### config.mk
export PLATFORM = sky130hd
export DESIGN_NAME = display_scan
export DESIGN_NICKNAME = d
export VERILOG_FILES = /design/src/rtl/display_scan.sv
export SDC_FILE = /design/constraint.sdc
export NUM_CORES = 1
export LEC_CHECK = 0
export CAP_MARGIN = 20
export CORE_UTILIZATION = 40
export CTS_CLUSTER_SIZE = 28
export DETAILED_ROUTE_END_ITERATION = 8
export GPL_ROUTABILITY_DRIVEN = 1
export GPL_TIMING_DRIVEN = 0
export HOLD_SLACK_MARGIN = 0.06
export SLEW_MARGIN = 40
export SYNTH_ARGS = -nofsm -noshare
export SYNTH_HDL_FRONTEND = slang
export SYNTH_SLANG_ARGS = --single-unit
### constraint.sdc
create_clock -name clk -period 5.2 [get_ports clk]
set_input_delay 0.78 -clock clk [delete_from_list [all_inputs] [get_ports clk]]
set_output_delay 0.78 -clock clk [all_outputs]
set_load 0.05 [all_outputs]
### src/rtl/display_scan.sv
// display_scan: time-multiplexed driver for a 3-digit 7-segment display.
// Selects one digit per slot through an external mux, decodes the returned
// BCD digit, and drives registered anode/segment lines. Each slot starts with
// a short all-dark guard, and any digit can blink for set mode.
module display_scan #(
  parameter int unsigned SCAN_DIV     = 50000,
  parameter int unsigned BLANK_CYCLES = 4,
  parameter int unsigned BLINK_FRAMES = 64,
  parameter int unsigned ACTIVE_LOW   = 1
) (
  input  logic       clk,
  input  logic       reset,
  input  logic       en,
  input  logic [2:0] blink_mask,
  input  logic [3:0] digit_in,
  output logic [1:0] sel,
  output logic [2:0] an,
  output logic [6:0] seg
);

  localparam int unsigned CW = $clog2(SCAN_DIV);
  localparam int unsigned FW = (BLINK_FRAMES > 1) ? $clog2(BLINK_FRAMES) : 1;

  localparam logic [6:0] SEG_OFF = (ACTIVE_LOW != 0) ? 7'h7F : 7'h00;
  localparam logic [2:0] AN_OFF  = (ACTIVE_LOW != 0) ? 3'b111 : 3'b000;

  typedef enum logic [1:0] {
    SLOT0 = 2'd0,
    SLOT1 = 2'd1,
    SLOT2 = 2'd2
  } slot_t;

  slot_t         slot;
  logic [CW-1:0] cnt;
  logic [FW-1:0] frame_cnt;
  logic          blink_phase;

  logic [2:0]    an_hot;
  logic          an_lit;
  logic [2:0]    an_next;
  logic [6:0]    seg_code;
  logic [6:0]    seg_next;
  logic          slot_end;

  assign sel      = slot;
  assign slot_end = (cnt == CW'(SCAN_DIV - 1));

  // BCD to active-high 7-segment code {g,f,e,d,c,b,a}; 10..15 blank
  function automatic logic [6:0] decode(input logic [3:0] d);
    logic [6:0] code;
    code = 7'h00;
    case (d)
      4'd0:    code = 7'h3F;
      4'd1:    code = 7'h06;
      4'd2:    code = 7'h5B;
      4'd3:    code = 7'h4F;
      4'd4:    code = 7'h66;
      4'd5:    code = 7'h6D;
      4'd6:    code = 7'h7D;
      4'd7:    code = 7'h07;
      4'd8:    code = 7'h7F;
      4'd9:    code = 7'h6F;
      default: code = 7'h00;
    endcase
    return code;
  endfunction

  // Next anode/segment values from the current slot state and returned digit
  always_comb begin
    an_hot   = 3'b000;
    an_lit   = 1'b0;
    an_next  = AN_OFF;
    seg_code = 7'h00;
    seg_next = SEG_OFF;

    case (slot)
      SLOT0:   an_hot = 3'b001;
      SLOT1:   an_hot = 3'b010;
      SLOT2:   an_hot = 3'b100;
      default: an_hot = 3'b000;
    endcase

    // Guard at slot start hides the one-cycle mux+decode latency
    an_lit = en && (an_hot != 3'b000) && (cnt >= CW'(BLANK_CYCLES)) &&
             !(((an_hot & blink_mask) != 3'b000) && blink_phase);

    if (an_lit) begin
      an_next = (ACTIVE_LOW != 0) ? ~an_hot : an_hot;
    end

    if (en) begin
      seg_code = decode(digit_in);
      seg_next = (ACTIVE_LOW != 0) ? ~seg_code : seg_code;
    end
  end

  // Slot ring, slot counter, frame/blink tracking and registered outputs
  always_ff @(posedge clk) begin
    if (reset) begin
      slot        <= SLOT0;
      cnt         <= '0;
      frame_cnt   <= '0;
      blink_phase <= 1'b0;
      an          <= AN_OFF;
      seg         <= SEG_OFF;
    end else begin
      an  <= an_next;
      seg <= seg_next;
      case (slot)
        SLOT0, SLOT1, SLOT2: begin
          if (en) begin
            if (slot_end) begin
              cnt <= '0;
              case (slot)
                SLOT0: slot <= SLOT1;
                SLOT1: slot <= SLOT2;
                default: begin
                  // Wrap back to digit 0 completes one frame
                  slot <= SLOT0;
                  if (frame_cnt == FW'(BLINK_FRAMES - 1)) begin
                    frame_cnt   <= '0;
                    blink_phase <= ~blink_phase;
                  end else begin
                    frame_cnt <= frame_cnt + FW'(1);
                  end
                end
              endcase
            end else begin
              cnt <= cnt + CW'(1);
            end
          end
        end
        default: begin
          // Unreachable encoding: recover to digit 0
          slot <= SLOT0;
          cnt  <= '0;
        end
      endcase
    end
  end

endmodule

### Word-level counts from Yosys, hierarchy flattened

Memory sizes are Yosys's and may differ from the RTL's.
Cells that the tools add are included.

* register bits: 35
* bits in latches: 0
* bits in writable memories: 0
* ROM bits: 112
* input bits: 10
* output and inout bits: 12
* logic and storage cells: 43
* memories: 1

Memory list
* (name not given): depth 16, width 7, read ports 1, clocked after memory_dff 0, write ports 0, RTL line 52 `case (d)`

* $add $sub $neg: 2
* multipliers: 0
* div/mod/pow operators: 0
* magnitude comparators: 1
* eq/ne operators: 4
* shift-type cells: 0
* multiplexer cells: 5
* bitwise operators: 8
* reduce and logical (&&, ||, !) cells: 16

Operators by type and width (number)
* 16-bit by 1-bit adder with 16-bit output (second input constant): 1
* 16-bit == test (second input constant): 1
* 16-bit by 3-bit >= comparator with 1-bit output (second input constant): 1
* 16-bit two-way mux: 1
* 3-bit case mux with 3 select lines: 1
* 2-bit OR reduction: 4
* 7-bit two-way mux: 1
* 7-bit inverter: 1
* 6-bit by 1-bit adder with 6-bit output (second input constant): 1
* 6-bit == test (second input constant): 1
* 6-bit two-way mux: 1
* 3-bit nonzero test: 2
* 1-bit inverter: 5
* 5-bit AND reduction: 1
* 1-bit logical AND: 4
* 2-bit case mux with 2 select lines: 1
* 4-bit AND reduction: 1
* 3-bit bitwise AND: 1
* 3-bit inverter: 1
* 3-bit OR reduction: 1
* 2-bit by 1-bit == test with 1-bit output (second input constant): 1
* 2-bit == test (second input constant): 1
* 2-bit zero test: 1
* 2-bit AND reduction: 1
* 1-bit zero test: 1

### Logic depth before layout (Yosys ltp)

* word-level depth: 9
* depth in mapped cells: 6
* mapped depth without buffers: 5

### Worst setup path after synthesis

OpenSTA, ideal clock, no wires.

* kind: input port to flip-flop
* start: input en
* end: register cnt[15]
* data arrival time: 1.930 ns
* slack: 3.200 ns
* stages: 5
* buffers on the path: 1
* path through: buf_4 nand4_1 or3_1 or3_1 a21oi_1

RTL lines
* from (decl): RTL line 13 `input logic en,`
* to (signal assigned): RTL line 129 `cnt <= cnt + CW'(1);`
* to (decl): RTL line 34 `logic [CW-1:0] cnt;`

### Worst setup path in the final report

* start: register slot[0], in the netlist sel[0]
* end: output sel[0]

RTL lines
* from (decl): RTL line 33 `slot_t slot;`
* from (signal assigned): RTL line 100 `slot <= SLOT0;`
* from (signal assigned): RTL line 115 `SLOT0: slot <= SLOT1;`
* from (signal assigned): RTL line 116 `SLOT1: slot <= SLOT2;`
* to (decl): RTL line 16 `output logic [1:0] sel,`

No word-level cell between the ends.

==> impl_metrics.toml <==
[outcome]
status = "finished, final reports clean"

[layout]
antennaDiodeCount = 0
fin_nets = 243
syn_to_final_growth_pct = 21.7
final_util = 0.521
drive_above_1_share = 0.0933

[critical_path]
crit_chain = "clkdlybuf4s50_1"
crit_slowest_cell = "clkdlybuf4s50_1"
setup.worst_path.end_class = "output port"
critPathMaxStageDelay_ps = 860
startpoint_type = "flip-flop"
crit_type = "reg2out"
worstPathRequired_ps = 4420
worstPathArrival_ps = 1640
r2r_slack_ps = 3380
path_delay_family = "buffers and inverters"
cp_num_buf_inv = 1
cp_max_fo = 10

[sta]
hold_viol = 0
worst_slack_ps = 2780
fin_crit_ps = 2420
slew_headroom = 0.664
setup-tns-final_ps = 0
rsz0062_at_grt = "false"
fmax_ghz = 0.414
skew_ps = 6.96
fin_hold_ws_ps = 494
worstMarginPinSlew_ps = 503
final_max_slew_viol_count = 0
setup_viol = 0
period_share = 0.464

[synth]
synth_seq_area_share = 0.401
yosysMostFrequentCell = "dfxtp_1"
synth_cell_types = 44
synth_area_leaders = "dfxtp_1 40%, ha_1 6.4%, xnor2_1 4.5%"
ys_ff_latch = 35
synth_fp_nets = 216
yosys_warnings = 0
synth_top_area_cell = "dfxtp_1"
async_flop_share = 0
synthTopCellsByCount = "35 x dfxtp_1, 19 x nor2_1, 17 x nand2_1"
synth_area_um2 = 1750
synth.avg_cell_area_um2 = 8.88
synth_top_flop_cell = "dfxtp_1"
synthDominantCellAreaShare = 0.401
netlist_instances = 197
synth_edf_count = 0

[die]
die_h_um = 68.1
die_w_um = 68.1
core_um2 = 4090
rows = 23
io_pins = 22
start_util = 0.428
die-area_um2 = 4640

[placement]
routabilityCongestion = 0.803
dp_slack_ps = 2770
io_buffer_count = 20
place_hpwl_um = 2810

[clocking]
numCtsBuffers = 5
insertion_delay_ps = 290
cts_buffer_depth = 2
cts_setup_buffers = 0
cts_hold_buffers = 0
cts_resized = 0
cts_tree = "built"
clk_pin_slew_ps = 70
cts_max_level = 2
clock-root-buffer = "clkbuf_8"
clock_sinks = 35

[hold_path]
hold_path_class = "reg2reg"

[power]
total_power_mw = 0.571
vdd_ir_drop_max_mv = 0.155
p_leak_nw = 0.766
powerDensity_nw_per_um2 = 268

[detailed_routing]
wl_per_cell_um = 13.7
wirelength_um = 3780
vias = 1452
drt_iter0_drc = 67
dr.pass1.iters = 4
postRouteAntennaNets = 0
drcViolationCount = 0
avgViaCountPerCell = 5.28

[global_route]
antenna_found_initial = 0
grt_pass1_wl_um = 6460
overflow = 0
grt_max_degree = 12
track_usage = 0.191
grt_pass1_vias = 1448

[run]
drv_cap = 0
[flip-flops by register name (all words and copies together) (netlist names)]
name         flops
blink_phase      1
sel              2
an               3
seg              7
cnt             16
frame_cnt        6
[cell usage in the layout, fill, tap and decap left out, types with 3 or more instances in the layout]
| cell | n |
|---|---|
| and4_1 | 3 |
| dfxtp_1 | 35 |
| or4_1 | 4 |
| and3_1 | 4 |
| o21ai_0 | 6 |
| nand4_1 | 5 |
| nor4_1 | 3 |
| nor2_1 | 19 |
| nand2_1 | 17 |
| xor2_1 | 5 |
| o21ai_1 | 4 |
| xnor2_1 | 9 |
| nor2b_1 | 5 |
| clkbuf_8 | 6 |
| or3_1 | 5 |
| nand3_1 | 7 |
| inv_1 | 10 |
| o31ai_1 | 3 |
| ha_1 | 9 |
| clkdlybuf4s50_1 | 20 |
| a21oi_1 | 12 |
[final cells by class]
cell class | count | area, um2
Fill cell | 383 | 1960
Sequential cell | 35 | 701
Timing Repair Buffer | 20 | 200
Tap cell | 50 | 62.6
Clock inverter | 2 | 35.0
Buffer | 6 | 38.8
Multi-Input combinational cell | 146 | 972
Inverter | 10 | 37.5
Clock buffer | 6 | 82.6
[routing by layer]
layer | part of all wire | up-vias | track usage
li1 | - | 749 | -
met1 | 0.45 | 679 | 0.223
met2 | 0.51 | 17 | 0.331
met3 | 0.029 | 7 | 0.0400
met4 | 0.018 | 0 | 0.0859
met5 | 0 | - | 0
[through the flow]
stage	std cells	area [um2]
CTS	275	2130
global placement	267	2010
global route	275	2130
floorplan	197	1750
finish	275	2130
detailed placement	267	2010
[kinds of logic (layout without fill, tap and decap cells)]
group | after synthesis | count (layout) | share of synthesized area
flip-flops | 35 | 35 | 0.401
buffers and inverters | 16 | 44 | 0.0436
XOR/XNOR | 14 | 14 | 0.0701
multiplexers | 2 | 2 | 0.0114
AND/OR/NAND/NOR | 87 | 87 | 0.290
adder cells (fa/ha/maj) | 9 | 9 | 0.0644
AO/OA/AOI/OAI | 34 | 34 | 0.120
[report_power, final]
part / switching [mW] / internal, mW
sequential: 0.00245 / 0.272
combinational: 0.0263 / 0.0177
clock: 0.0974 / 0.155
total: 0.126 / 0.445
[final timing paths]
kind | from | to | cells after the start
max | sel[0] | sel[0] | 1
min | blink_phase | blink_phase | 2
max reg2reg | sel[1] | frame_cnt[4] | 5
min reg2reg | blink_phase | blink_phase | 2
(Power assumes the default switching activity.)
